$ cat src/rtl/shift_unit.sv
// Multi-cycle shift register: loads an operand, then shifts one bit position per clock.
// Optional rotate support (rotr/rotl) is enabled by defining SHIFT_ROTATE_EN.
module shift_unit #(
    parameter int unsigned WIDTH = 32,
    parameter int unsigned NBITS = 5
) (
    input  logic             clk,
    input  logic             reset,
    input  logic             start,
    input  logic [2:0]       op,
    input  logic [WIDTH-1:0] entry,
    input  logic [NBITS-1:0] n,
    output logic [WIDTH-1:0] out,
    output logic             busy,
    output logic             done
);

    typedef enum logic [1:0] {
        IDLE  = 2'd0,
        SHIFT = 2'd1,
        DONE  = 2'd2
    } state_t;

    localparam logic [2:0] OP_NOP  = 3'b000;
    localparam logic [2:0] OP_LOAD = 3'b001;
    localparam logic [2:0] OP_SLL  = 3'b010;
    localparam logic [2:0] OP_SRL  = 3'b011;
    localparam logic [2:0] OP_SRA  = 3'b100;
`ifdef SHIFT_ROTATE_EN
    localparam logic [2:0] OP_ROTR = 3'b101;
    localparam logic [2:0] OP_ROTL = 3'b110;
`endif

    state_t           state;
    state_t           state_nxt;
    logic [NBITS-1:0] cnt;
    logic [NBITS-1:0] cnt_nxt;
    logic [2:0]       op_q;
    logic [2:0]       op_nxt;
    logic [WIDTH-1:0] out_nxt;
    logic [WIDTH-1:0] shifted_c;

    // Commands that enter the SHIFT state; everything else but load completes as a nop.
    function automatic logic is_shift(input logic [2:0] o);
        logic r;
        r = 1'b0;
        case (o)
            OP_SLL, OP_SRL, OP_SRA: r = 1'b1;
`ifdef SHIFT_ROTATE_EN
            OP_ROTR, OP_ROTL:       r = 1'b1;
`endif
            default:                r = 1'b0;
        endcase
        return r;
    endfunction

    // One-position shift of the current contents using the latched op.
    always_comb begin
        shifted_c = out;
        case (op_q)
            OP_SLL:  shifted_c = {out[WIDTH-2:0], 1'b0};
            OP_SRL:  shifted_c = {1'b0, out[WIDTH-1:1]};
            OP_SRA:  shifted_c = {out[WIDTH-1], out[WIDTH-1:1]};
`ifdef SHIFT_ROTATE_EN
            OP_ROTR: shifted_c = {out[0], out[WIDTH-1:1]};
            OP_ROTL: shifted_c = {out[WIDTH-2:0], out[WIDTH-1]};
`endif
            default: shifted_c = out;
        endcase
    end

    // Next-state and datapath control; DONE accepts a new command exactly like IDLE.
    always_comb begin
        state_nxt = state;
        cnt_nxt   = cnt;
        op_nxt    = op_q;
        out_nxt   = out;
        case (state)
            IDLE, DONE: begin
                state_nxt = IDLE;
                if (start) begin
                    if (op == OP_LOAD) begin
                        out_nxt   = entry;
                        state_nxt = DONE;
                    end else if (is_shift(op) && (n != '0)) begin
                        op_nxt    = op;
                        cnt_nxt   = n;
                        state_nxt = SHIFT;
                    end else begin
                        state_nxt = DONE;
                    end
                end
            end
            SHIFT: begin
                out_nxt = shifted_c;
                cnt_nxt = cnt - NBITS'(1);
                if (cnt == NBITS'(1)) begin
                    state_nxt = DONE;
                end
            end
            default: state_nxt = IDLE;
        endcase
    end

    // busy/done are registered from the next state so they align with the state they describe.
    always_ff @(posedge clk) begin
        if (reset) begin
            state <= IDLE;
            cnt   <= '0;
            op_q  <= OP_NOP;
            out   <= '0;
            busy  <= 1'b0;
            done  <= 1'b0;
        end else begin
            state <= state_nxt;
            cnt   <= cnt_nxt;
            op_q  <= op_nxt;
            out   <= out_nxt;
            busy  <= (state_nxt == SHIFT);
            done  <= (state_nxt == DONE);
        end
    end

endmodule

$ cat config.mk
export PLATFORM = sky130hd
export DESIGN_NAME = shift_unit
export DESIGN_NICKNAME = d
export VERILOG_FILES = /design/src/rtl/shift_unit.sv
export SDC_FILE = /design/constraint.sdc
export NUM_CORES = 1
export LEC_CHECK = 0
export ABC_AREA = 1
export CAP_MARGIN = 15
export CORE_UTILIZATION = 49
export CTS_CLUSTER_DIAMETER = 120
export CTS_CLUSTER_SIZE = 25
export DETAILED_ROUTE_END_ITERATION = 10
export HOLD_SLACK_MARGIN = 0.08
export PLACE_DENSITY = 0.79
export SETUP_SLACK_MARGIN = 0.5
export SLEW_MARGIN = 5
export SYNTH_ARGS = -nofsm -noshare
export SYNTH_HDL_FRONTEND = slang
export SYNTH_SLANG_ARGS = --single-unit
$ cat constraint.sdc
create_clock -name clk -period 1.8 [get_ports clk]
set_clock_uncertainty 0.2 [all_clocks]
set_input_delay 0.36 -clock clk [delete_from_list [all_inputs] [get_ports clk]]
set_output_delay 0.36 -clock clk [all_outputs]
set_load 0.01 [all_outputs]
* Word level (Yosys, flattened, before mapping)
Index checks and enable logic that the tools add are counted. Widths: inputs -> output; s select.
Word-level totals: register bits 44, bits of input ports 43, output and inout bits 34
Cells by class: $add $sub $neg 1, eq/ne operators 19, mux-type cells 17, bitwise gates (word level) 1, reductions and logical operators 10
Operators by type and width (number):
- $pmux 32 s3 | 1
- $mux 32 | 2
- $pmux 32 s2 | 1
- $mux 5 | 3
- $eq 3x2->1 const B | 4
- $reduce_and 4->1 | 3
- $ne 2x2->1 const B | 5
- $pmux 5 s2 | 1
- $mux 2 | 4
- $eq 3x3->1 const B | 2
- $eq 5x1->1 const B | 1
- $reduce_and 5->1 | 1
- $reduce_bool 5->1 | 1
- $sub 5x1->5 const B | 1
- $eq 2x1->1 const B | 2
- $eq 2x2->1 const B | 2
- $mux 1 | 4
- $ne 4x1->1 const B | 1
- $pmux 2 s2 | 1
- $eq 3x1->1 const B | 1
- $ne 3x1->1 const B | 1
- $reduce_or 3->1 | 1
- $logic_not 2->1 | 1
- $reduce_bool 2->1 | 1
- 3 further kinds | 3

* Logic depth before layout (Yosys ltp)
depth after elaboration 12, gate-level depth with buffers 9, gate-level depth less buffers 8

* Least setup slack after synthesis
OpenSTA, ideal clock, no wires.
kind register to register, from register state[0], to register out[0], setup time 113 ps, data arrival time 1048 ps, data required time 1487 ps, slack 439 ps, stages on the path, launching flop included 9, path buffers 1, period minus slack after synthesis 1361 ps, cells stage by stage dfxtp_1 inv_2 nor2_4 inv_2 nand2_2 nand3_4 buf_2 nor2_1 nor2_1
On the way: longest elaborated chain between the ends 4, elaborated cells on any way between the ends 10
Ends and longest elaborated chain:
- from (decl) | RTL line 34 | state_t state;
- from (signal assigned) | RTL line 115 | state <= state_nxt;
- $eq 2x2->1 or $logic_not 2->1 (tied branches) | RTL line 78 | case (state)
- $reduce_or 2->1 | RTL line 78
- $ne 2x2->1 (no source line) or $reduce_bool 2->1 (tied branches)
- $reduce_and 4->1 (no source line)
- to (signal assigned) | RTL line 118 | out <= out_nxt;
- to (decl) | RTL line 13 | output logic [WIDTH-1:0] out,
Several ways; a longest one is shown, not always the timed one. A chain may end at the register's enable or synchronous reset.

* Worst setup path in the final report
from register state[0], to register out[2]
Same word-level chain as after synthesis.

==> metrics.md <==
| Metric | Value |
|---|---|
| CP max stage delay | `0.34 ns` |
| Pwr dens | `640 nW/um^2` |
| Critical path arrival | `1.67 ns` |
| Post-synth cell types | `20` |
| CTS clock-pin slew for the worst setup and hold paths | `0.09 ns` |
| # diodes | `0` |
| Final setup vio count | `0` |
| Max_cap viols | `0` |
| CP bufs+invs | `5` |
| First-pass GRT wire length | `15800 um` |
| GPL Wtd Cong | `0.821` |
| Post-route total power | `0.00296 W` |
| Slew Limit Fails | `0` |
| Wire length on met1 | `4000 um` |
| Vias/cell | `5.72` |
| Final min period | `1.69 ns` |
| #FFs+latches synth | `44` |
| CTS root buf | `clkbuf_8` |
| Grt ovf | `0` |
| RSZ-0062 raised after global routing | `true` |
| Combinational power share | `39.2%` |
| Internal Power | `0.00195 W` |
| Die W | `77.6 um` |
| Critical Path Start Type | `flop` |
| Rows | `27` |
| Skew-Pair Late Insertion Delay | `0.30 ns` |
| Largest area contributor in the netlist | `dfxtp_1` |
| Clock power frac | `22.6%` |
| Vias post-DR | `3823` |
| Overall global routing resource usage | `32.6%` |
| Top cell type's share of synthesized area | `31.5%` |
| Synth area leaders | `dfxtp_1 (31%), nand2_1 (22%), nand3_1 (19%)` |
| CTS Hold Bufs | `0` |
| Syn Nets | `538` |
| Critical path type | `reg -> reg` |
| Die Y | `77.6 um` |
| Tightest Hold Check Type | `in -> reg` |
| Antenna violations before repair | `0` |
| Status | `complete, no violations` |
| Worst-path maximum fanout | `7` |
| Highest Signal Layer | `met4` |
| RR Startpoint | `state[0]$_SDFF_PP0_` |
| Drt pass-1 iters | `5` |
| DR DRC count | `0` |
| Relative slew slack | `79.1%` |
| CP startpoint | `state[0]$_SDFF_PP0_` |
| Worst Max-Slew Pin Slew | `0.314 ns` |
| Drt wl/cell | `16.2 um` |
| Layout area overhead | `65.0%` |
| Synthesis Warnings | `0` |
| Crit. End Element | `flop` |
| Area after DPL | `3740 sq um` |
| Max clock buf depth | `2` |
| IO Port Bufs | `76` |
| CTS Sinks | `44` |
| Dpl hpwl | `5140 um` |
| Sw Ratio | `34.2%` |
| Die Area | `6020 sq um` |
| Ports | `77` |
| Switching power | `0.00101 W` |
| CTS Buf Count | `5` |
| Top delay family on crit path | `buffers and inverters` |
| Synth Instances | `493` |
| Iter 0 DRT Violations | `458` |
| Crit share post-route | `93.7%` |
| Seq/Total Area, Yosys | `31.5%` |
| Fin nets | `640` |
| Crit-path cells | `inv_2 -> nor2_4 -> inv_2 -> buf_6 -> buf_8 -> buf_8 -> nand2_1 -> nand2_1 -> nor2_1 -> nor2_1` |
| Design Area, Final | `4620 sq um` |
| Initial core utilization | `50.9%` |
| Vias in the first global route | `3538` |
| DR WL met2 | `5470 um` |
| Mapped cell area | `2800 sq um` |
| Worst hold path startpoint | `op[0]` |
| Largest net degree at the start of global routing | `26` |
| Worst path required time | `1.78 ns` |
| H-tree levels | `2` |
| Max Clock Freq | `593 MHz` |
| Met3 Wirelength | `803 um` |
| Maximum vdd ir drop | `0.596 mV` |
| CTS tree | `done` |
| Detailed Route WL | `10900 um` |
| Share of cells above drive strength 1 | `33.2%` |
| Leakage | `2.35 nW` |
| Core Area | `5510 sq um` |
| Crit-path slowest cell | `dfxtp_2` |
| Syn avg cell area | `5.68 sq um` |
| Final ANT Viol Nets | `0` |
| Final Hold Fails | `0` |
| Seq pwr share | `38.3%` |
[area by class of cell]
class                      instances  area [sq um]
sequential                        44           926
multi-input combinational        371          1860
inverter                          47           178
fill                             319           886
clock buffer                       8          90.1
tap                               72          90.1
timing repair buffer             126          1480
[kinds of logic after synthesis]
kind of cell | after synthesis | synth area share (%)
AOI/OAI and AO/OA | 14 | 2.50
adders and majority gates | 2 | 0.894
buffers and inverters | 78 | 11.6
DFF | 44 | 31.5
and+or+nand+nor | 355 | 53.5
[synth_stat cells]
library cell and count:
a21oi_1 9, buf_1 3, buf_2 23, buf_4 1, clkbuf_1 4, clkinv_1 1, dfxtp_1 44, ha_1 2
inv_1 42, inv_2 4, nand2_1 164, nand2_2 1, nand3_1 107, nand3_2 1, nand3_4 1, nand4_1 1
nor2_1 79, nor2_4 1, o21ai_0 1, o21ai_1 4
[power by group through the flow]
stage	clock [W]	combinational, W	sequential, W
3_5_place_dp	0	0.000836	0.00112
3_3_place_gp	0	0.000821	0.00112
2_1_floorplan	0	0.000473	0.00114
6_report	0.000668	0.00116	0.00113
5_1_grt	0.000699	0.00124	0.00114
4_1_cts	0.000652	0.00102	0.00112
[routing by layer]
| layer | GRT usage (%) | vias up |
|---|---|---|
| li1 | - | 1745 |
| met1 | 37.3 | 1769 |
| met2 | 58.8 | 242 |
| met3 | 5.65 | 67 |
| met4 | 14.5 | 0 |
| met5 | 0 | - |
[worst min-delay path: stages]
cell and delay (ns):
clkbuf_2 0.13, nor2_2 0.07, nor2_1 0.13
[flip-flops by register name, indices dropped and copies added, names as in the netlist]
signal and cells:
busy 1, cnt 5, done 1, op_q 3, out 32, state 2
[per-stage QoR]
| stage | setup TNS (ns) | cells | utilization, % | setup slack [ns] | hold WS [ns] |
|---|---|---|---|---|---|
| final | 0 | 668 | 83.9 | 0.114 | 0.251 |
| after global routing | 0 | 668 | 83.9 | 0.0890 | 0.255 |
| after CTS | 0 | 664 | 80.2 | 0.267 | 0.274 |
| after detailed placement | -4.49 | 635 | 67.9 | -0.172 | 0.294 |
| after global placement | -2.93 | 635 | 67.9 | -0.0958 | 0.292 |
| after floorplan | 0 | 493 | - | 0.442 | 0.274 |
[cells in the final DEF, fill, tap and decap left out]
cell type and count:
o21ai_1 1, ha_2 1, nand2_8 1, nand2_2 24, buf_2 3, buf_8 4
nand3_1 102, inv_1 40, a21oi_1 5, nor2_1 62, ha_1 1, dfxtp_2 36
nand3_2 2, a21oi_2 4, o21ai_0 1, nor2_4 3, clkbuf_16 1, clkbuf_8 6
nand4_1 1, clkdlybuf4s50_1 33, nand3_4 5, buf_16 6, clkdlybuf4s15_1 2, o21ai_2 3
nand2_4 7, nand2_1 133, bufbuf_16 2, dfxtp_1 8, inv_2 6, clkbuf_1 2
clkbuf_2 1, buf_4 22, dlygate4sd2_1 7, buf_12 7, nor2_2 15, clkinv_2 1
buf_6 38
[worst paths after layout]
| path | end | slack [ns] | cells past startpoint |
|---|---|---|---|
| max | out[2]$_SDFFE_PP0P_ | 0.11 | 10 |
| min | op_q[0]$_SDFFE_PP0P_ | 0.25 | 3 |
| max reg2reg | out[2]$_SDFFE_PP0P_ | 0.11 | 10 |
| min reg2reg | cnt[0]$_SDFFE_PP0P_ | 0.32 | 2 |
[what timing repair did]
action / 4_1_cts / 5_1_grt
buffers inserted: 13 / 2
gates cloned: 8 / 2
setup endpoints to repair: 78 / 78
resized for setup: 261 / 56
pin swaps: 39 / 20
Power figures use the tool's default switching activity.
